**src/rtl/ip2_test3_sweep_ctrl.sv**
```systemverilog
// Sweep scheduler for the IP2 test3 sequencer: steps scan_load_delay over a range,
// fires one test per point and queues {delay, dnn0, dnn1} for software to drain.
module ip2_test3_sweep_ctrl #(
    parameter int FIFO_DEPTH  = 4,
    parameter int TIMEOUT_CYC = 4096
) (
    input  logic          clk,
    input  logic          reset,
    input  logic          enable,
    input  logic          sweep_start,
    input  logic          sweep_abort,
    input  logic [5:0]    delay_first,
    input  logic [5:0]    delay_last,
    input  logic [5:0]    delay_step,
    input  logic          test_status_done,
    input  logic [47:0]   dnn_output_0,
    input  logic [47:0]   dnn_output_1,
    output logic          test_start_re,
    output logic [5:0]    scan_load_delay,
    output logic          scan_load_delay_disable,
    output logic          rd_valid,
    input  logic          rd_ready,
    output logic [101:0]  rd_data,
    output logic          sweep_busy,
    output logic          sweep_done,
    output logic          timeout_err,
    output logic          cfg_err,
    output logic [2:0]    sm_state
);

    localparam int AW = $clog2(FIFO_DEPTH);
    localparam int CW = $clog2(TIMEOUT_CYC + 1);
    localparam logic [AW:0]   PTR_ONE = (AW + 1)'(1);
    localparam logic [CW-1:0] CNT_ONE = CW'(1);
    localparam logic [CW-1:0] CNT_TOP = CW'(TIMEOUT_CYC);

    typedef enum logic [2:0] {
        S_IDLE    = 3'd0,
        S_ARM     = 3'd1,
        S_WAIT    = 3'd2,
        S_CAPTURE = 3'd3,
        S_STEP    = 3'd4
    } state_t;

    state_t          state_q, state_d;
    logic [5:0]      cur_delay_q, cur_delay_d;
    logic [CW-1:0]   tmo_cnt_q, tmo_cnt_d;
    logic            sweep_done_q, sweep_done_d;
    logic            timeout_err_q, timeout_err_d;
    logic            cfg_err_q, cfg_err_d;
    logic            start_prev_q, done_prev_q;
    logic [AW:0]     wr_ptr_q, rd_ptr_q;
    logic [101:0]    mem_q [FIFO_DEPTH];

    logic            start_edge, done_edge, fifo_full, fifo_empty;
    logic            start_pulse, push, pop, flush, halt;
    logic [6:0]      nxt_delay;

    assign start_edge = sweep_start & ~start_prev_q;
    assign done_edge  = test_status_done & ~done_prev_q;
    assign fifo_empty = (wr_ptr_q == rd_ptr_q);
    assign fifo_full  = (wr_ptr_q[AW] != rd_ptr_q[AW]) &&
                        (wr_ptr_q[AW-1:0] == rd_ptr_q[AW-1:0]);
    assign pop        = ~fifo_empty & rd_ready;
    assign nxt_delay  = {1'b0, cur_delay_q} + {1'b0, delay_step};
    assign halt       = ~enable | sweep_abort;

    always_ff @(posedge clk or posedge reset) begin
        if (reset) begin
            state_q       <= S_IDLE;
            cur_delay_q   <= '0;
            tmo_cnt_q     <= '0;
            sweep_done_q  <= 1'b0;
            timeout_err_q <= 1'b0;
            cfg_err_q     <= 1'b0;
            start_prev_q  <= 1'b0;
            done_prev_q   <= 1'b0;
        end else begin
            state_q       <= state_d;
            cur_delay_q   <= cur_delay_d;
            tmo_cnt_q     <= tmo_cnt_d;
            sweep_done_q  <= sweep_done_d;
            timeout_err_q <= timeout_err_d;
            cfg_err_q     <= cfg_err_d;
            start_prev_q  <= sweep_start;
            done_prev_q   <= test_status_done;
        end
    end

    always_comb begin
        state_d       = state_q;
        cur_delay_d   = cur_delay_q;
        tmo_cnt_d     = tmo_cnt_q;
        sweep_done_d  = sweep_done_q;
        timeout_err_d = timeout_err_q;
        cfg_err_d     = cfg_err_q;
        start_pulse   = 1'b0;
        push          = 1'b0;
        flush         = 1'b0;
        if (halt) begin
            state_d      = S_IDLE;
            sweep_done_d = 1'b0;
        end else begin
            case (state_q)
                S_IDLE: begin
                    if (start_edge) begin
                        if (delay_step == 6'd0 || delay_first > delay_last) begin
                            cfg_err_d = 1'b1;
                        end else begin
                            flush         = 1'b1;
                            sweep_done_d  = 1'b0;
                            timeout_err_d = 1'b0;
                            cfg_err_d     = 1'b0;
                            cur_delay_d   = delay_first;
                            state_d       = S_ARM;
                        end
                    end
                end
                S_ARM: begin
                    if (!fifo_full) begin
                        start_pulse = 1'b1;
                        tmo_cnt_d   = CNT_TOP;
                        state_d     = S_WAIT;
                    end
                end
                S_WAIT: begin
                    // Last counted cycle is the one where the counter reads 1.
                    if (done_edge) begin
                        state_d = S_CAPTURE;
                    end else if (tmo_cnt_q <= CNT_ONE) begin
                        timeout_err_d = 1'b1;
                        state_d       = S_IDLE;
                    end else begin
                        tmo_cnt_d = tmo_cnt_q - CNT_ONE;
                    end
                end
                S_CAPTURE: begin
                    push    = 1'b1;
                    state_d = S_STEP;
                end
                S_STEP: begin
                    if (nxt_delay > {1'b0, delay_last}) begin
                        sweep_done_d = 1'b1;
                        state_d      = S_IDLE;
                    end else begin
                        cur_delay_d = nxt_delay[5:0];
                        state_d     = S_ARM;
                    end
                end
                default: state_d = S_IDLE;
            endcase
        end
    end

    always_ff @(posedge clk or posedge reset) begin
        if (reset) begin
            wr_ptr_q <= '0;
            rd_ptr_q <= '0;
        end else if (flush) begin
            wr_ptr_q <= '0;
            rd_ptr_q <= '0;
        end else begin
            if (push) wr_ptr_q <= wr_ptr_q + PTR_ONE;
            if (pop)  rd_ptr_q <= rd_ptr_q + PTR_ONE;
        end
    end

    always_ff @(posedge clk) begin
        if (push) mem_q[wr_ptr_q[AW-1:0]] <= {cur_delay_q, dnn_output_0, dnn_output_1};
    end

    assign test_start_re           = start_pulse;
    assign scan_load_delay         = cur_delay_q;
    assign scan_load_delay_disable = 1'b0;
    assign rd_valid                = ~fifo_empty;
    assign rd_data                 = fifo_empty ? '0 : mem_q[rd_ptr_q[AW-1:0]];
    assign sweep_busy              = ~halt && (state_q == S_ARM || state_q == S_WAIT ||
                                               state_q == S_CAPTURE || state_q == S_STEP);
    assign sweep_done              = sweep_done_q;
    assign timeout_err             = timeout_err_q;
    assign cfg_err                 = cfg_err_q;
    assign sm_state                = state_q;

endmodule

```
**config.mk**
```make
export PLATFORM = sky130hd
export DESIGN_NAME = ip2_test3_sweep_ctrl
export DESIGN_NICKNAME = d
export VERILOG_FILES = /design/src/rtl/ip2_test3_sweep_ctrl.sv
export SDC_FILE = /design/constraint.sdc
export NUM_CORES = 1
export LEC_CHECK = 0
export CELL_PAD_IN_SITES_DETAIL_PLACEMENT = 0
export CELL_PAD_IN_SITES_GLOBAL_PLACEMENT = 2
export CORE_MARGIN = 5
export CORE_UTILIZATION = 30
export CTS_BUF_LIST = sky130_fd_sc_hd__clkbuf_8
export DETAILED_ROUTE_END_ITERATION = 6
export GPL_TIMING_DRIVEN = 0
export HOLD_SLACK_MARGIN = 0.06
export PLACE_DENSITY = 0.66
export SLEW_MARGIN = 20
export SYNTH_ARGS = -nofsm -noshare
export SYNTH_HDL_FRONTEND = slang
export SYNTH_SLANG_ARGS = --single-unit
export TNS_END_PERCENT = 5
```
**constraint.sdc**
```tcl
create_clock -name clk -period 6.8 [get_ports clk]
set_clock_uncertainty 0.2 [all_clocks]
set_input_delay 1.36 -clock clk [delete_from_list [all_inputs] [get_ports clk]]
set_output_delay 1.36 -clock clk [all_outputs]
set_load 0.1 [all_outputs]
```
# Word-level counts from Yosys, hierarchy flattened
# Memories as Yosys holds them, arrays and structs flattened.
# Index checks and enable logic that the tools add are counted.
word_totals:
  input_bits: 121
  mem_count: 1
  ff_bits: 33
  ram_bits: 408
classes:
  n_mux: 41
  order_cmp: 3
  bitwise_logic: 9
  addsub: 4
  n_eq_ne: 19
  reduce_logical: 20
memory_table:
  columns: ["memory", "words", "word_bits", "rd", "rd_clocked_by_memory_dff", "wr", "line", "rtl"]
  rows:
  - ["mem_q", 4, 102, 1, 0, 1, "53", "logic [101:0] mem_q [FIFO_DEPTH];"]
op_table:
  columns: ["op", "n"]
  rows:
  - ["102-bit two-way mux", 1]
  - ["13-bit two-way mux", 3]
  - ["3-bit two-way mux", 10]
  - ["13-bit one-hot mux with 2 select lines", 1]
  - ["1-bit two-way mux", 19]
  - ["6-bit two-way mux", 3]
  - ["3-bit one-hot mux with 5 select lines", 1]
  - ["2-bit inequality test, second input constant", 7]
  - ["13-bit by 1-bit <= comparator with 1-bit output, second input constant", 1]
  - ["13-bit by 1-bit subtractor with 13-bit output, second input constant", 1]
  - ["3-bit inequality test, second input constant", 4]
  - ["6-bit one-hot mux with 2 select lines", 1]
  - ["5-bit AND reduction", 2]
  - ["2-bit nonzero test", 5]
  - ["4-bit AND reduction", 2]
  - ["6-bit by 6-bit adder with 7-bit output", 1]
  - ["7-bit by 6-bit greater-than comparator with 1-bit output", 1]
  - ["3-bit by 1-bit adder with 3-bit output, second input constant", 2]
  - ["3-bit by 2-bit equality test with 1-bit output, second input constant", 2]
  - ["6-bit greater-than comparator", 1]
  - ["6-bit logical NOT", 1]
  - ["6-bit AND reduction", 1]
  - ["1-bit inverter", 5]
  - ["1-bit logical OR", 4]
  - ["13 further kinds", 17]

# Depth between registers and ports, before layout
logic_depth:
  depth_word: 7
  mapped_depth: 12

# Worst setup path before layout
# OpenSTA, ideal clock, no wires.
synth_timing:
  path_kind: "input port to output port"
  startpoint: "input sweep_abort"
  endpoint: "output test_start_re"
  path_buffers: 1
  arrival_ps: 3631
  stages: 5
  setup_slack_ps: 1609
  required_time_ps: 5240
  cell_sequence: "nand2b_1 -> nor2_1 -> nand4b_1 -> buf_6 -> nor2_1"
synth_between:
  elab_chain_cells: 2
synth_lines:
  columns: ["item", "line", "rtl"]
  rows:
  - ["start: declaration", "11", "input logic sweep_abort,"]
  - ["1-bit bitwise OR", "66", "assign halt = ~enable | sweep_abort;"]
  - ["1-bit two-way mux", "100", "if (halt) begin"]
  - ["end: declaration", "18", "output logic test_start_re,"]
# Every way passes these cells.

# Worst setup path after layout
# Ends and elaborated chain as after synthesis.

==> results.json <==
{
  "status": "completed",
  "critPathBufInv": 3,
  "vias": 9369,
  "grt_first_pass_wirelength_um": 63400,
  "ys_top_cells_by_count": "408 x edfxtp_1, 106 x nor2b_1, 102 x mux4_2",
  "yosysWarnings": 0,
  "post-place-ws_ps": 548,
  "path_class": "in2out",
  "fp.dieW_um": 253,
  "io_pins": 239,
  "grt_max_degree": 42,
  "dp_hpwl_um": 27200,
  "routed_wl_um": 42000,
  "drc_errors": 0,
  "holdBufCountCts": 0,
  "cts_resized": 0,
  "path_max_fanout": 10,
  "cpPeakStageDelay_ps": 1280,
  "wl_per_cell_um": 20.4,
  "layout.nets": 1375,
  "cts_root_buffer": "clkbuf_8",
  "setup_viol": 0,
  "grt.total_usage_pct": 13.1,
  "worstPathCellList": "clkdlybuf4s50_1, nand2b_1, nor2_1, nand4b_1, buf_6, nor2_1, clkdlybuf4s50_1",
  "insertion_delay_ps": 620,
  "crit_path_top_delay_cell": "clkdlybuf4s50_1",
  "maxSlewHeadroom_pct": 25.7,
  "clock_path_buffers": 3,
  "cp.required_ps": 5240,
  "vias_per_cell": 4.54,
  "hold_slack_ps": 319,
  "final.period_utilization_pct": 90.6,
  "async_flop_share_pct": 7.48,
  "cts_tree": "yes",
  "routed-wl-met3_um": 2960,
  "synth_compound_area_share_pct": 1.33,
  "wl_met1_um": 18300,
  "drt_iter0_markers": 450,
  "setup_ws_ps": 642,
  "synth-simple-area-share_pct": 6.55,
  "area_growth_pct": 28.5,
  "met2_length_um": 19900,
  "fmax_ghz": 0.162,
  "die-area_um2": 64000,
  "portBuffers": 237,
  "yosys_register_bits": 441,
  "grt_pass1_vias": 10287,
  "synth_ff_type": "edfxtp_1",
  "core_um2": 58700,
  "rsz0062_at_grt": "false",
  "syn-num-nets": 1047,
  "synth.most_common_cell": "edfxtp_1",
  "yosys.area_share.xor_xnor_pct": 1.04,
  "start_util_pct": 30.2,
  "first_pass_iters": 5,
  "crit_path_end_kind": "output port",
  "netlist.area_leader.share_pct": 69.2,
  "ys_types": 48,
  "cp.arrival_ps": 4600,
  "worstHoldPathType": "reg2reg",
  "topRoutingLayerUsed": "met5",
  "synth_top_family_by_area": "multiplexers",
  "gp_congestion": 0.736,
  "slew_violations": 0,
  "synthAdderAreaFrac_pct": 1.88,
  "synthCells": 900,
  "post_cts_buffers": 0,
  "fin_util_pct": 38.8,
  "htreeDepth": 3,
  "period_needed_ps": 6160,
  "cts_made_buffers": 79,
  "ys_seq_area_share_pct": 73.9,
  "synth_area_leaders": "edfxtp_1 69%, mux4_2 13%, dfrtp_1 4.7%, nor2b_1 3.7%, ha_1 1.8%",
  "die_y_um": 253,
  "overflow": 0,
  "drive_gt1_share_pct": 19.9,
  "antenna_found_initial": 6,
  "critical_path.top_delay_family": "buffers and inverters",
  "rows": 89,
  "ant_nets": 0,
  "synth_edf_count": 408,
  "worst_slew_pin_slew_ps": 1110,
  "numClockSinks": 441,
  "yosys.area.top_type": "edfxtp_1",
  "syn_area_um2": 17700,
  "fin_tns_setup_ps": 0,
  "start_kind": "input port",
  "maxCapViolations": 0,
  "muxShareOfSynthArea_pct": 13.8,
  "cts.reportedPaths.clkPinSlew_ps": 60,
  "hold_viol_final": 0,
  "avgSynthCellArea_um2": 19.7
}
[flip-flops by register name, summed over array words and instances, names as in the netlist]
register,flops
scan_load_delay,6
mem_q,408
timeout_err,1
tmo_cnt_q,13
sweep_done,1
rd_ptr_q,3
wr_ptr_q,3
start_prev_q,1
sm_state,3
cfg_err,1
done_prev_q,1
[worst paths after layout]
check                           slack, ps  cells past startpoint                  to               start
worst min-delay path                  320                      2        tmo_cnt_q[1]        tmo_cnt_q[1]
max in group asynchronous            5110                      3  scan_load_delay[3]               reset
worst max register to register       2840                     11  scan_load_delay[3]  scan_load_delay[0]
worst min register to register        320                      2        tmo_cnt_q[1]        tmo_cnt_q[1]
worst max-delay path                  640                      7       test_start_re         sweep_abort
min in group asynchronous             850                      2       tmo_cnt_q[10]               reset
[worst min-delay path, stage by stage, from the launching register on]
cell and delay, ps:
dfrtp_1 370, nand2_1 60, o31ai_1 60
[cell type report]
type	instances	area, um^2
Antenna cell	6	15.0
Buffer	40	191
Clock buffer	81	1110
Clock inverter	58	317
Fill cell	5402	35900
Inverter	18	67.6
Multi-Input combinational cell	401	4380
Sequential cell	441	13100
Tap cell	773	967
Timing Repair Buffer	247	2620
[kinds of logic after synthesis]
logic type      count (synthesis)
mux                           116
other cells                     1
xor+xnor                       21
buf+inv                        58
simple gates                  199
compound gates                 38
flops                         441
fa+ha+maj                      26
[cell usage in the layout (no fill, tap or decap), types with 4 or more instances in the layout]
cell / count
inv_1: 34
mux4_2: 102
diode_2: 6
edfxtp_1: 408
nand2b_1: 5
clkdlybuf4s50_1: 237
nor2_1: 28
a21oi_1: 13
nor3_1: 8
xor2_1: 5
nor2b_1: 106
nand3_1: 7
clkinv_1: 21
buf_2: 11
dfrtp_1: 33
nand2_1: 15
o21ai_0: 9
ha_1: 25
mux2_2: 11
clkbuf_1: 22
buf_12: 4
and2_4: 4
xnor2_1: 16
nor4_1: 4
clkbuf_8: 81
clkinv_2: 12
buf_16: 6
[stage by stage]
step | cell area [um^2] | cells
after floorplan | 17700 | 900
after global placement | 21000 | 1910
after detailed placement | 21300 | 1920
after CTS | 22700 | 2059
after global routing | 22700 | 2059
final | 22700 | 2065
[per-layer routing]
metal  GRT usage [%]  vias up
met2            21.0      280
li1                -     4252
met1            17.4     4773
met4            4.10        4
met3            3.69       60
met5               0        -
Power is left out: the tool's default activity adds up to more than one toggle a clock period on the data nets, which glitch-free logic cannot reach.
